**config.mk**
```make
export PLATFORM = sky130hd
export DESIGN_NAME = shift_add_multiplier
export DESIGN_NICKNAME = d
export VERILOG_FILES = /design/src/rtl/mult_pkg.sv /design/src/rtl/full_adder.sv /design/src/rtl/ripple_adder4.sv /design/src/rtl/shift_add_multiplier.sv
export SDC_FILE = /design/constraint.sdc
export NUM_CORES = 1
export LEC_CHECK = 0
export ABC_AREA = 1
export CORE_UTILIZATION = 51
export DETAILED_ROUTE_END_ITERATION = 10
export PLACE_DENSITY = 0.74
export SKIP_LAST_GASP = 1
export SYNTH_ARGS = -nofsm -noshare
export SYNTH_HDL_FRONTEND = slang
export SYNTH_SLANG_ARGS = --single-unit
```
**constraint.sdc**
```tcl
create_clock -name clk -period 2.6 [get_ports clk]
set_input_delay 0.52 -clock clk [delete_from_list [all_inputs] [get_ports clk]]
set_output_delay 0.52 -clock clk [all_outputs]
set_load 0.005 [all_outputs]
```
**src/rtl/mult_pkg.sv**
```systemverilog
// rtl/mult_pkg.sv - shared state encodings and default width for the shift-add multiplier
package mult_pkg;

    localparam int DEFAULT_WIDTH = 4;

    typedef enum logic [1:0] {
        S_IDLE = 2'b00,
        S_RUN  = 2'b01,
        S_DONE = 2'b10
    } state_t;

endpackage

```
**src/rtl/full_adder.sv**
```systemverilog
// rtl/full_adder.sv - single-bit full-adder cell
module full_adder (
    input  logic x,
    input  logic y,
    input  logic cin,
    output logic sum,
    output logic cout
);

    assign sum  = x ^ y ^ cin;
    assign cout = (x & y) | (cin & (x ^ y));

endmodule

```
**src/rtl/ripple_adder4.sv**
```systemverilog
// rtl/ripple_adder4.sv - combinational ripple-carry adder chained from full-adder cells
module ripple_adder4 import mult_pkg::*; #(
    parameter int WIDTH = DEFAULT_WIDTH
) (
    input  logic [WIDTH-1:0] x,
    input  logic [WIDTH-1:0] y,
    input  logic             cin,
    output logic [WIDTH-1:0] sum,
    output logic             cout
);

    logic [WIDTH:0] carry;

    assign carry[0] = cin;
    assign cout     = carry[WIDTH];

    for (genvar i = 0; i < WIDTH; i++) begin : g_bit
        full_adder u_fa (
            .x   (x[i]),
            .y   (y[i]),
            .cin (carry[i]),
            .sum (sum[i]),
            .cout(carry[i+1])
        );
    end

endmodule

```
**src/rtl/shift_add_multiplier.sv**
```systemverilog
// rtl/shift_add_multiplier.sv - sequential unsigned shift-and-add multiplier with start/busy/done
module shift_add_multiplier import mult_pkg::*; #(
    parameter int WIDTH = DEFAULT_WIDTH
) (
    input  logic               clk,
    input  logic               rst,
    input  logic               start,
    input  logic [WIDTH-1:0]   a,
    input  logic [WIDTH-1:0]   b,
    output logic               busy,
    output logic               done,
    output logic [2*WIDTH-1:0] product
);

    localparam int CNT_W = $clog2(WIDTH + 1);

    state_t             state, state_n;
    logic [WIDTH-1:0]   m, acc, q;
    logic               c;
    logic [CNT_W-1:0]   cnt;
    logic [WIDTH-1:0]   add_y, add_sum;
    logic               add_cout;
    logic               last_iter;

    assign add_y     = q[0] ? m : '0;
    assign last_iter = (cnt == CNT_W'(1));

    // C is cleared by every shift, so it supplies the zero carry-in of each iteration
    ripple_adder4 #(.WIDTH(WIDTH)) u_adder (
        .x   (acc),
        .y   (add_y),
        .cin (c),
        .sum (add_sum),
        .cout(add_cout)
    );

    always_ff @(posedge clk or posedge rst) begin
        if (rst) begin
            state <= S_IDLE;
        end else begin
            state <= state_n;
        end
    end

    always_comb begin
        state_n = state;
        busy    = 1'b0;
        done    = 1'b0;
        case (state)
            S_IDLE: begin
                if (start) begin
                    state_n = S_RUN;
                end
            end
            S_RUN: begin
                busy = 1'b1;
                if (last_iter) begin
                    state_n = S_DONE;
                end
            end
            S_DONE: begin
                busy    = 1'b1;
                done    = 1'b1;
                state_n = S_IDLE;
            end
            default: state_n = S_IDLE;
        endcase
    end

    always_ff @(posedge clk or posedge rst) begin
        if (rst) begin
            m       <= '0;
            acc     <= '0;
            c       <= 1'b0;
            q       <= '0;
            cnt     <= '0;
            product <= '0;
        end else begin
            case (state)
                S_IDLE: begin
                    if (start) begin
                        m   <= a;
                        q   <= b;
                        acc <= '0;
                        c   <= 1'b0;
                        cnt <= CNT_W'(WIDTH);
                    end
                end
                S_RUN: begin
                    c   <= 1'b0;
                    acc <= {add_cout, add_sum[WIDTH-1:1]};
                    q   <= {add_sum[0], q[WIDTH-1:1]};
                    cnt <= cnt - CNT_W'(1);
                    // Capture the post-shift {ACC,Q} so product is already valid while done is high
                    if (last_iter) begin
                        product <= {add_cout, add_sum, q[WIDTH-1:1]};
                    end
                end
                default: ;
            endcase
        end
    end

endmodule
```
# --- Word level (Yosys, flattened, before mapping) ---
# Cells that the tools add are included.
word_totals:
  reg_bits: 26
classes:
  n_mux: 14
  n_eq_ne: 5
  n_bitwise: 20
  n_reduce_logical: 7
  add_sub_neg: 1
ops:
  columns: ["cell", "n"]
  rows:
  - ["4-bit one-hot mux with 2 select lines", 2]
  - ["4-bit 2-to-1 mux", 3]
  - ["1-bit bitwise AND", 8]
  - ["2-bit AND reduction", 4]
  - ["1-bit XOR", 8]
  - ["3-bit one-hot mux with 2 select lines", 1]
  - ["2-bit 2-to-1 mux", 2]
  - ["2-bit != test (second input constant)", 2]
  - ["1-bit OR", 4]
  - ["2-bit one-hot mux with 2 select lines", 1]
  - ["3-bit by 1-bit == test with 1-bit output (second input constant)", 1]
  - ["1-bit 2-to-1 mux", 3]
  - ["3-bit 2-to-1 mux", 1]
  - ["3-bit by 1-bit subtractor with 3-bit output (second input constant)", 1]
  - ["2-bit by 1-bit == test with 1-bit output (second input constant)", 1]
  - ["2-bit == test (second input constant)", 1]
  - ["2-bit logical NOT", 1]
  - ["1-bit one-hot mux with 2 select lines", 1]
  - ["2-bit nonzero test", 1]
  - ["2-bit OR reduction", 1]

# --- Depth between registers and ports, before layout ---
# Gate-level depths: netlist (run 1).
depth:
  depth_word: 11
  ltp_mapped: 8
  depth_no_buf: 8

# --- Hierarchy ---
# Synthesis (run 1) repeated with hierarchy kept, for this count alone.
hier_totals:
  hier_cells: 146
  hier_area_um2: 1306.3
modules_own_cells:
  columns: ["module", "area_each_um2", "seq_area_each_um2", "instances", "cells_per_inst"]
  rows:
  - ["shift_add_multiplier", 1226.2, 625.6, 1, 142]
  - ["full_adder", 20.0, 0.0, 4, 1]

# --- Worst setup path after synthesis (run 1) ---
# OpenSTA, ideal clock, no wires.
synth_path:
  path_kind: "register -> register"
  start: "reg q[0]"
  end: "reg acc[2]"
  period_less_slack_ns: 1.900
  stages_incl_launch_ff: 9
  setup_slack_ns: 0.700
  arrival_ns: 1.817
  setup_time_ns: 0.083
  path_cell_list: "dfrtp_1 nand2_1 inv_1 ha_1 fa_1 inv_1 fa_1 fa_1 o21ai_0"
synth_via:
  elab_chain_len: 10
  word_cells_on_any_way: 16
synth_rtl:
  columns: ["item", "line", "text"]
  rows:
  - ["start: declaration", "shift_add_multiplier.sv:18", "logic [WIDTH-1:0] m, acc, q;"]
  - ["start signal: assignment", "shift_add_multiplier.sv:92", "q <= {add_sum[0], q[WIDTH-1:1]};"]
  - ["4-bit 2-to-1 mux *", "shift_add_multiplier.sv:25", "assign add_y = q[0] ? m : '0;"]
  - ["1-bit XOR", "full_adder.sv:11", "assign cout = (x & y) | (cin & (x ^ y));"]
  - ["1-bit bitwise AND", "full_adder.sv:11", null]
  - ["1-bit OR", "full_adder.sv:11", null]
  - ["1-bit bitwise AND", "full_adder.sv:11", null]
  - ["1-bit OR", "full_adder.sv:11", null]
  - ["1-bit bitwise AND", "full_adder.sv:11", null]
  - ["1-bit OR", "full_adder.sv:11", null]
  - ["1-bit XOR *", "full_adder.sv:10", "assign sum = x ^ y ^ cin;"]
  - ["4-bit one-hot mux with 2 select lines *", "shift_add_multiplier.sv:79", "case (state)"]
  - ["end signal: assignment", "shift_add_multiplier.sv:91", "acc <= {add_cout, add_sum[WIDTH-1:1]};"]
  - ["end: declaration", "shift_add_multiplier.sv:18", null]
# Mark *: on every way between the ends. The rest lies on a longest branch, timed or not.
# A chain may end at the register's enable or synchronous reset.

# --- Worst setup path after layout (run 1) ---
layout_path:
  start: "reg state[1]"
  end: "out busy"
layout_via:
  elab_chain_len: 3
  word_cells_on_any_way: 4
layout_rtl:
  columns: ["item", "line", "text"]
  rows:
  - ["start: declaration", "shift_add_multiplier.sv:17", "state_t state, state_n;"]
  - ["start signal: assignment", "shift_add_multiplier.sv:41", "state <= state_n;"]
  - ["2-bit by 1-bit == test with 1-bit output / 2-bit == test (equally long branches)", "shift_add_multiplier.sv:49", "case (state)"]
  - ["2-bit OR reduction (no line) *", null, null]
  - ["1-bit 2-to-1 mux *", "shift_add_multiplier.sv:49", null]
  - ["end: declaration", "shift_add_multiplier.sv:10", "output logic busy,"]
# Marked as above.

==> impl_metrics.tcl, run 1 <==
set metrics [dict create \
    status "complete, no violations" \
    min_period_over_period 0.7987 \
    wire_per_inst_microns 11.80 \
    total_leakage_power_nw 0.7608 \
    drcViolationCount 0 \
    wirelength_mm 2.277 \
    rsz0062_at_grt "false" \
    numPortBuffers 20 \
    grt_pass1_vias 982 \
    cp_max_fo 3 \
    syn_area_sq_um 1256 \
    period_needed_ns 2.077 \
    dieArea_sq_um 2666 \
    antenna_found_initial 0 \
    grt-ovfl-total 0 \
    cts_tree "yes" \
    synthTopCellsByArea "dfrtp_1, nand2_1, ha_1" \
    worst_hold_slack_ns 0.4911 \
    required_ns 2.08 \
    ys_types 12 \
    initial_utilization 0.5520 \
    clockBufferDepth 2 \
    synthCells 142 \
    num_io_pins 21 \
    slowest_delay_ns 0.49 \
    max_cap_violations 0 \
    slowest_stage "clkdlybuf4s50_1" \
    drt_iter0_drc 27 \
    globalplace.congestion 0.7332 \
    cts_made_buffers 3 \
    p_per_area_nw_per_um2 987.8 \
    hold_buffers 0 \
    dr.pass1.iters 4 \
    synth_top_area_frac 0.4980 \
    fp-row-count 17 \
    p_total_mw 1.494 \
    critPathKind "reg2out" \
    clk_latency_ns 0.32 \
    final.setup_skew_ns 0.001593 \
    ys.flop_type "dfrtp_1" \
    grt_start_max_net_pins 17 \
    final_area_sq_um 1513 \
    placed_area_sq_um 1485 \
    dp_hpwl_mm 1.735 \
    post_cts_resized 0 \
    critical_path.startpoint_type "flop" \
    ctsHtreeMaxLevel 1 \
    diodes 0 \
    async_reset_ff_frac 1.000 \
    grt_pass1_wl_mm 4.105 \
    cts_setup_buffers 0 \
    critical_path.top_delay_family "buffers and inverters" \
    r2r_slack_ns 0.57 \
    ant_nets 0 \
    path_buf_inv 2 \
    fin_tns_setup_ns 0 \
    syn_avg_cell_area_sq_um 8.847 \
    synth_common_cells "nand2_1, dfrtp_1, inv_1, nand3_1, o21ai_0" \
    max_freq_ghz 0.4816 \
    clock-root-buffer "clkbuf_4" \
    synth_seq_area_share 0.4980 \
    die_h_microns 51.63 \
    yosys.area.top_type "dfrtp_1" \
    worstReg2RegStart "q[0]" \
    r2r-end "acc[2]" \
    ir_worst_vdd_mv 0.5975 \
    yosysWarningCount 0 \
    final_layout_size_suffix_gt1_frac 0.09697 \
    vias 982 \
    setup_viol 0 \
    hold_path_class "in2async" \
    path_clk_slew_ns 0.14 \
    worst_pin_slew_ns 0.4766 \
    crit_chain "inv_1 > ha_1 > clkdlybuf4s50_1" \
    report.final.slew_viol_count 0 \
    core_area_sq_um 2276 \
    worstPathArrival_ns 1.56 \
    grt_usage 0.2168 \
    via_per_inst 5.088 \
    finalNetCount 186 \
    fillCellCount 194 \
    syn_nets 162 \
    r2r_cells 8 \
    die_x_microns 51.63 \
    ys_seq_elements 25 \
    area_growth_pct 20.42 \
    relSlewSlack 0.6819 \
    endpoint_kind "primary output" \
    yosysMostFrequentCell "nand2_1" \
    synth-edff-count 0 \
    clkSinkCount 25 \
    hold_viol 0 \
]
[flip-flops by register name (all words and copies together) (netlist names)]
name and cells:
m 4, q 4, state 2, product 8
acc 4, cnt 3
[cell families (layout without fill, tap and decap cells)]
group / after synthesis / count (layout) / synth area share
and+or+nand+nor: 67 / 67 / 0.2221
DFF: 25 / 25 / 0.4980
buffers and inverters: 23 / 46 / 0.07669
AOI/OAI and AO/OA: 18 / 18 / 0.09562
adders and majority gates: 9 / 9 / 0.1076
[stage by stage]
stage / util / std cells / setup WS [ns]
floorplan: - / 142 / 0.7002
global placement: 0.6526 / 189 / 0.6663
detailed placement: 0.6526 / 189 / 0.5925
CTS: 0.6647 / 193 / 0.5027
global route: 0.6647 / 193 / 0.4011
finish: 0.6647 / 193 / 0.5235
[how the worst max path moves through the flow]
stage | startpoint | to | slack, ns | cells past startpoint
global placement | q[0] | acc[2] | 0.67 | 8
detailed placement | q[0] | acc[2] | 0.59 | 8
floorplan | q[0] | acc[2] | 0.70 | 8
finish | state[1] | busy | 0.52 | 3
global route | q[0] | acc[2] | 0.40 | 8
CTS | state[0] | busy | 0.50 | 3
[worst reg2reg max path, stage by stage, from the launching register on]
cell and delay (ns):
dfrtp_1 0.44, nand2_1 0.07, inv_1 0.04, ha_1 0.18, fa_1 0.36, inv_1 0.08, fa_1 0.18, fa_1 0.44
o21ai_0 0.18
[layout by cell type (no fill, tap or decap)]
| master | instances |
|---|---|
| clkdlybuf4s50_1 | 20 |
| o21ai_2 | 8 |
| ha_1 | 6 |
| nand2_1 | 55 |
| dfrtp_1 | 25 |
| o21ai_0 | 10 |
| nand3_4 | 1 |
| fa_1 | 3 |
| buf_4 | 2 |
| clkbuf_4 | 3 |
| nand3_1 | 11 |
| inv_2 | 1 |
| clkinv_2 | 1 |
| inv_1 | 19 |
[metal layers]
layer | wire length, microns | GRT usage | up-vias | part of all wire
met3 | 124 | 0.03509 | 2 | 0.054
met4 | 25 | 0.1171 | 0 | 0.011
li1 | - | - | 485 | -
met1 | 1036 | 0.2581 | 467 | 0.45
met2 | 1091 | 0.3723 | 28 | 0.48
met5 | 0 | 0 | - | 0
[final cells by class]
| type | count | area [sq um] | area share |
|---|---|---|---|
| multi-input combinational | 94 | 534.3 | 0.3532 |
| inverter | 20 | 75.07 | 0.04963 |
| sequential | 25 | 625.6 | 0.4136 |
| timing repair buffer | 22 | 215.2 | 0.1423 |
| clock buffer | 3 | 22.52 | 0.01489 |
| tap | 28 | 35.03 | 0.02316 |
| clock inverter | 1 | 5.005 | 0.003309 |
[where the power goes]
part | total [mW] | switching [mW] | internal [mW]
sequential | 0.629 | 0.0916 | 0.538
clock | 0.175 | 0.118 | 0.0576
combinational | 0.690 | 0.395 | 0.294
Power figures use the tool's default switching activity.
==> run 2: changes to the inputs <==
==> constraint.sdc (replaced) <==
create_clock -name clk -period 2.14 [get_ports clk]
set_input_delay 0.428 -clock clk [delete_from_list [all_inputs] [get_ports clk]]
set_output_delay 0.428 -clock clk [all_outputs]
set_load 0.005 [all_outputs]
==> run 2 against run 1 <==
  * Routed wire length grew 2.0%
  * Highest routed layer unchanged
  * Via count decreased by 2.2%
  * Setup slack got worse by 0.42 ns
  * Largest cell class unchanged
  * Non-clock buffer count grew 3
  * Sequential share of layout area is 0.67 points lower
==> impl_metrics.tcl, run 2 (synthesis results as in run 1) <==
set metrics [dict create \
    status "complete, no violations" \
    top_layer "met4" \
    met3_length_microns 80 \
    hold_buffers 0 \
    setup_viol 0 \
    wire_per_inst_microns 11.85 \
    clockBufferDepth 2 \
    grt_pass1_vias 1013 \
    largest_reg_flops 8 \
    placed_area_sq_um 1493 \
    globalplace.congestion 0.7246 \
    grt_pass1_wl_mm 4.112 \
    dieArea_sq_um 2666 \
    fin_tns_setup_ns 0 \
    die_h_microns 51.63 \
    report.final.slew_viol_count 0 \
    regMostFlops "product" \
    fp-row-count 17 \
    m1WireLength_mm 1.095 \
    die_x_microns 51.63 \
    hold_viol 0 \
    seq_area_sq_um 625.6 \
    dp_hpwl_mm 1.704 \
    drcViolationCount 0 \
    final_layout_size_suffix_gt1_frac 0.1131 \
    core_area_sq_um 2276 \
    rsz0062_at_grt "false" \
    layout_common_cells "nand2_1, dfrtp_1, clkdlybuf4s50_1, inv_1, nand3_1" \
    dpl_worst_slack_ns 0.06031 \
    min_period_over_period 0.9507 \
    grt_usage 0.2147 \
    antenna_found_initial 0 \
    critPathKind "reg2reg" \
    ctsHtreeMaxLevel 1 \
    cp_max_fo 3 \
    ant_nets 0 \
    initial_utilization 0.5520 \
    fillCellCount 203 \
    clock-root-buffer "clkbuf_4" \
    grt-ovfl-total 0 \
    area_growth_pct 22.41 \
    period_needed_ns 2.034 \
    worstPathArrival_ns 2.30 \
    p_per_area_nw_per_um2 1215 \
    finalNetCount 189 \
    final_area_sq_um 1538 \
    numPortBuffers 20 \
    r2r_slack_ns 0.11 \
    clk_latency_ns 0.33 \
    setup_ws_ns 0.1056 \
    routed-wl-met2_mm 1.084 \
    vias 960 \
    multi_input_area_sq_um 534.3 \
    diodes 0 \
    hold_path_class "in2async" \
    max_cap_violations 0 \
    ir_worst_vdd_mv 0.7618 \
    cts_setup_buffers 0 \
    required_ns 2.40 \
    relSlewSlack 0.7672 \
    wirelength_mm 2.322 \
    grt_start_max_net_pins 26 \
    dr.pass1.iters 4 \
    worst_pin_slew_ns 0.3492 \
    drt_iter0_drc 20 \
    endpoint_kind "flop" \
    clkSinkCount 25 \
    post_cts_resized 0 \
    critical_path.startpoint_type "flop" \
    max_freq_ghz 0.4915 \
    total_leakage_power_nw 0.7713 \
    cts_tree "yes" \
    final.setup_skew_ns 0.006524 \
    layout_commonest_cell "nand2_1" \
    path_clk_slew_ns 0.14 \
    num_io_pins 21 \
    cts_made_buffers 3 \
    via_per_inst 4.898 \
]
==> run 2: changes by cell type in the layout (fill, tap and decap cells not counted), sizes merged <==
cell / previous run / this run
buf: 2 / 5
clkinvlp: 0 / 1
clkinv: 1 / 0
==> run 2: where the power goes <==
group	total (mW)	switching (mW)	internal, mW
Sequential	0.759	0.105	0.653
Combinational	0.885	0.497	0.387
Clock	0.224	0.152	0.0717
Total	1.87	0.755	1.11
==> run 2: metal layers <==
layer / global-route usage / vias to the layer above
li1: - / 490
met1: 0.2648 / 439
met2: 0.3550 / 26
met3: 0.02632 / 5
met4: 0.1351 / 0
met5: 0 / -
==> run 2: critical path, cell delays in order (launching register included) <==
cell,delay [ns]
dfrtp_1,0.43
nand2_1,0.06
inv_1,0.04
ha_1,0.18
fa_1,0.36
inv_1,0.08
fa_1,0.17
fa_1,0.45
o21ai_0,0.20
==> run 2: metrics by stage <==
step / power, mW / std cells / hold WS [ns] / utilization
4_1_cts: 1.863 / 194 / 0.4238 / 0.6690
6_report: 1.868 / 196 / 0.4192 / 0.6756
3_3_place_gp: 1.596 / 190 / 0.4541 / 0.6559
2_1_floorplan: 1.326 / 142 / 0.4415 / -
3_5_place_dp: 1.637 / 190 / 0.4652 / 0.6559
5_1_grt: 2.043 / 196 / 0.4445 / 0.6756
==> run 2: path summary, 6_finish.rpt <==
path	startpoint	to	depth (start not counted)
worst max-delay path	q[0]	acc[2]	8
worst min-delay path	rst	q[0]	3
worst max register to register	q[0]	acc[2]	8
worst min register to register	cnt[2]	cnt[2]	2
max in group asynchronous	rst	cnt[1]	3
min in group clk	cnt[2]	cnt[2]	2
==> run 2: area by class of cell <==
type                    instances  share of cell area
inverters                      20             0.04882
multi-input cells              94              0.3474
clock inverters                 1            0.004882
clock buffers                   3             0.01465
repair buffers                 25              0.1546
flip-flops and latches         25              0.4068
well taps                      28             0.02278
==> run 3: changes to the inputs <==
--- a/config.mk
+++ b/config.mk
@@ -6,7 +6,9 @@
 export NUM_CORES = 1
 export LEC_CHECK = 0
 export ABC_AREA = 1
+export CORE_MARGIN = 3
 export CORE_UTILIZATION = 51
+export CTS_CLUSTER_DIAMETER = 120
 export DETAILED_ROUTE_END_ITERATION = 10
 export PLACE_DENSITY = 0.74
 export SKIP_LAST_GASP = 1
==> run 3 against run 2 <==
  * Power down 1.7%
  * Combinational power shrank 4.3%
  * Via count up 0.21%
  * Register-to-register slack about the same
  * Utilization down 0.66 points
  * Count of clock-buffer cells in the layout stayed put
  * Final cell count shrank 1.0%
  * Sequential power is 1% higher
  * Sequential share of layout area grew 0.40 points
  * Clock power decreased by 2%
  * Sequential cell count unchanged
==> impl_metrics.tcl, run 3 (synthesis results as in run 1) <==
set metrics [dict create \
    fin_cells 194 \
    fin_tns_setup_ns 0 \
    antenna_found_initial 0 \
    hold_viol 0 \
    r2r_cells 8 \
    initial_utilization 0.5520 \
    required_ns 2.40 \
    grt_usage 0.1737 \
    dp.cells 190 \
    min_period_over_period 0.9442 \
    ant_nets 0 \
    endpoint_kind "flop" \
    dieArea_sq_um 3095 \
    r2r_slack_ns 0.12 \
    layout_common_cells "nand2_1, dfrtp_1, clkdlybuf4s50_1, inv_1, nand3_1" \
    grt-ovfl-total 0 \
    final_layout_size_suffix_gt1_frac 0.1024 \
    finalNetCount 187 \
    clkSinkCount 25 \
    largest_reg_flops 8 \
    vias 962 \
    die_x_microns 55.63 \
    report.final.slew_viol_count 0 \
    clk_latency_ns 0.32 \
    cts_made_buffers 3 \
    layout_commonest_cell "nand2_1" \
    critPathKind "reg2reg" \
    clockBufferDepth 2 \
    diodes 0 \
    post_cts_resized 0 \
    relSlewSlack 0.7853 \
    max_cap_violations 0 \
    worst_pin_slew_ns 0.3213 \
    dr.pass1.iters 4 \
    core_area_sq_um 2276 \
    grt_pass1_vias 1034 \
    r2r-end "acc[2]" \
    total_leakage_power_nw 0.7613 \
    dpl_worst_slack_ns 0.1440 \
    via_per_inst 4.959 \
    cts_tree "yes" \
    max_freq_ghz 0.4949 \
    die_h_microns 55.63 \
    regMostFlops "product" \
    rsz0062_at_grt "false" \
    num_io_pins 21 \
    wirelength_mm 2.351 \
    final.setup_skew_ns 0.007564 \
    final_area_sq_um 1523 \
    cts_setup_buffers 0 \
    dp_hpwl_mm 1.741 \
    worstReg2RegStart "q[0]" \
    globalplace.congestion 0.7741 \
    grt_pass1_wl_mm 4.305 \
    fp-row-count 17 \
    drt_iter0_drc 15 \
    cp_max_fo 5 \
    ctsHtreeMaxLevel 1 \
    p_per_area_nw_per_um2 1205 \
    ir_worst_vdd_mv 0.7370 \
    hold_buffers 0 \
    worstPathArrival_ns 2.28 \
    period_needed_ns 2.021 \
    p_total_mw 1.835 \
    numPortBuffers 20 \
    placed_area_sq_um 1493 \
    setup_viol 0 \
    drcViolationCount 0 \
    path_clk_slew_ns 0.14 \
    grt_start_max_net_pins 26 \
    hold_path_class "in2async" \
    critical_path.startpoint_type "flop" \
    clock-root-buffer "clkbuf_4" \
    worst_hold_slack_ns 0.4211 \
    setup_ws_ns 0.1194 \
    wire_per_inst_microns 12.12 \
    fin_util 0.6690 \
    status "complete, no violations" \
    area_growth_pct 21.22 \
]
==> run 3: changes by cell type in the layout (fill, tap and decap cells not counted) <==
cell,before,now
buf_4,5,3
==> run 3: worst max path at each step <==
stage | slack (ns) | end | start
2_1_floorplan | 0.24 | acc[2] | q[0]
3_3_place_gp | 0.21 | acc[2] | q[0]
3_5_place_dp | 0.14 | acc[2] | q[0]
4_1_cts | 0.11 | acc[2] | q[0]
5_1_grt | 0.01 | acc[2] | q[0]
6_report | 0.12 | acc[2] | q[0]
==> run 3: worst max-delay path, cell delays in order (launching register included) <==
cell and delay, ns:
dfrtp_1 0.44, nand2_1 0.07, inv_1 0.04, ha_1 0.18, fa_1 0.36, inv_1 0.08
fa_1 0.17, fa_1 0.45, o21ai_0 0.17
==> run 3: final cells by class <==
class	instances	area, sq um
clock inverters	1	7.507
flip-flops and latches	25	625.6
well taps	28	35.03
fillers	198	753.2
repair buffers	23	222.7
inverters	20	75.07
clock buffers	3	22.52
multi-input cells	94	534.3
==> run 3: where the power goes <==
| group | internal [mW] | switching, mW | leakage (nW) |
|---|---|---|---|
| clock network | 0.0715 | 0.148 | 0.0139 |
| logic | 0.367 | 0.480 | 0.423 |
| registers | 0.653 | 0.115 | 0.324 |
| total | 1.09 | 0.743 | 0.761 |
==> run 3: metal layers <==
metal,vias to the layer above,global-route usage,part of all wire
li1,486,-,-
met5,-,0,0
met2,21,0.2855,0.47
met1,451,0.2197,0.47
met4,0,0.08333,0.022
met3,4,0.03248,0.036
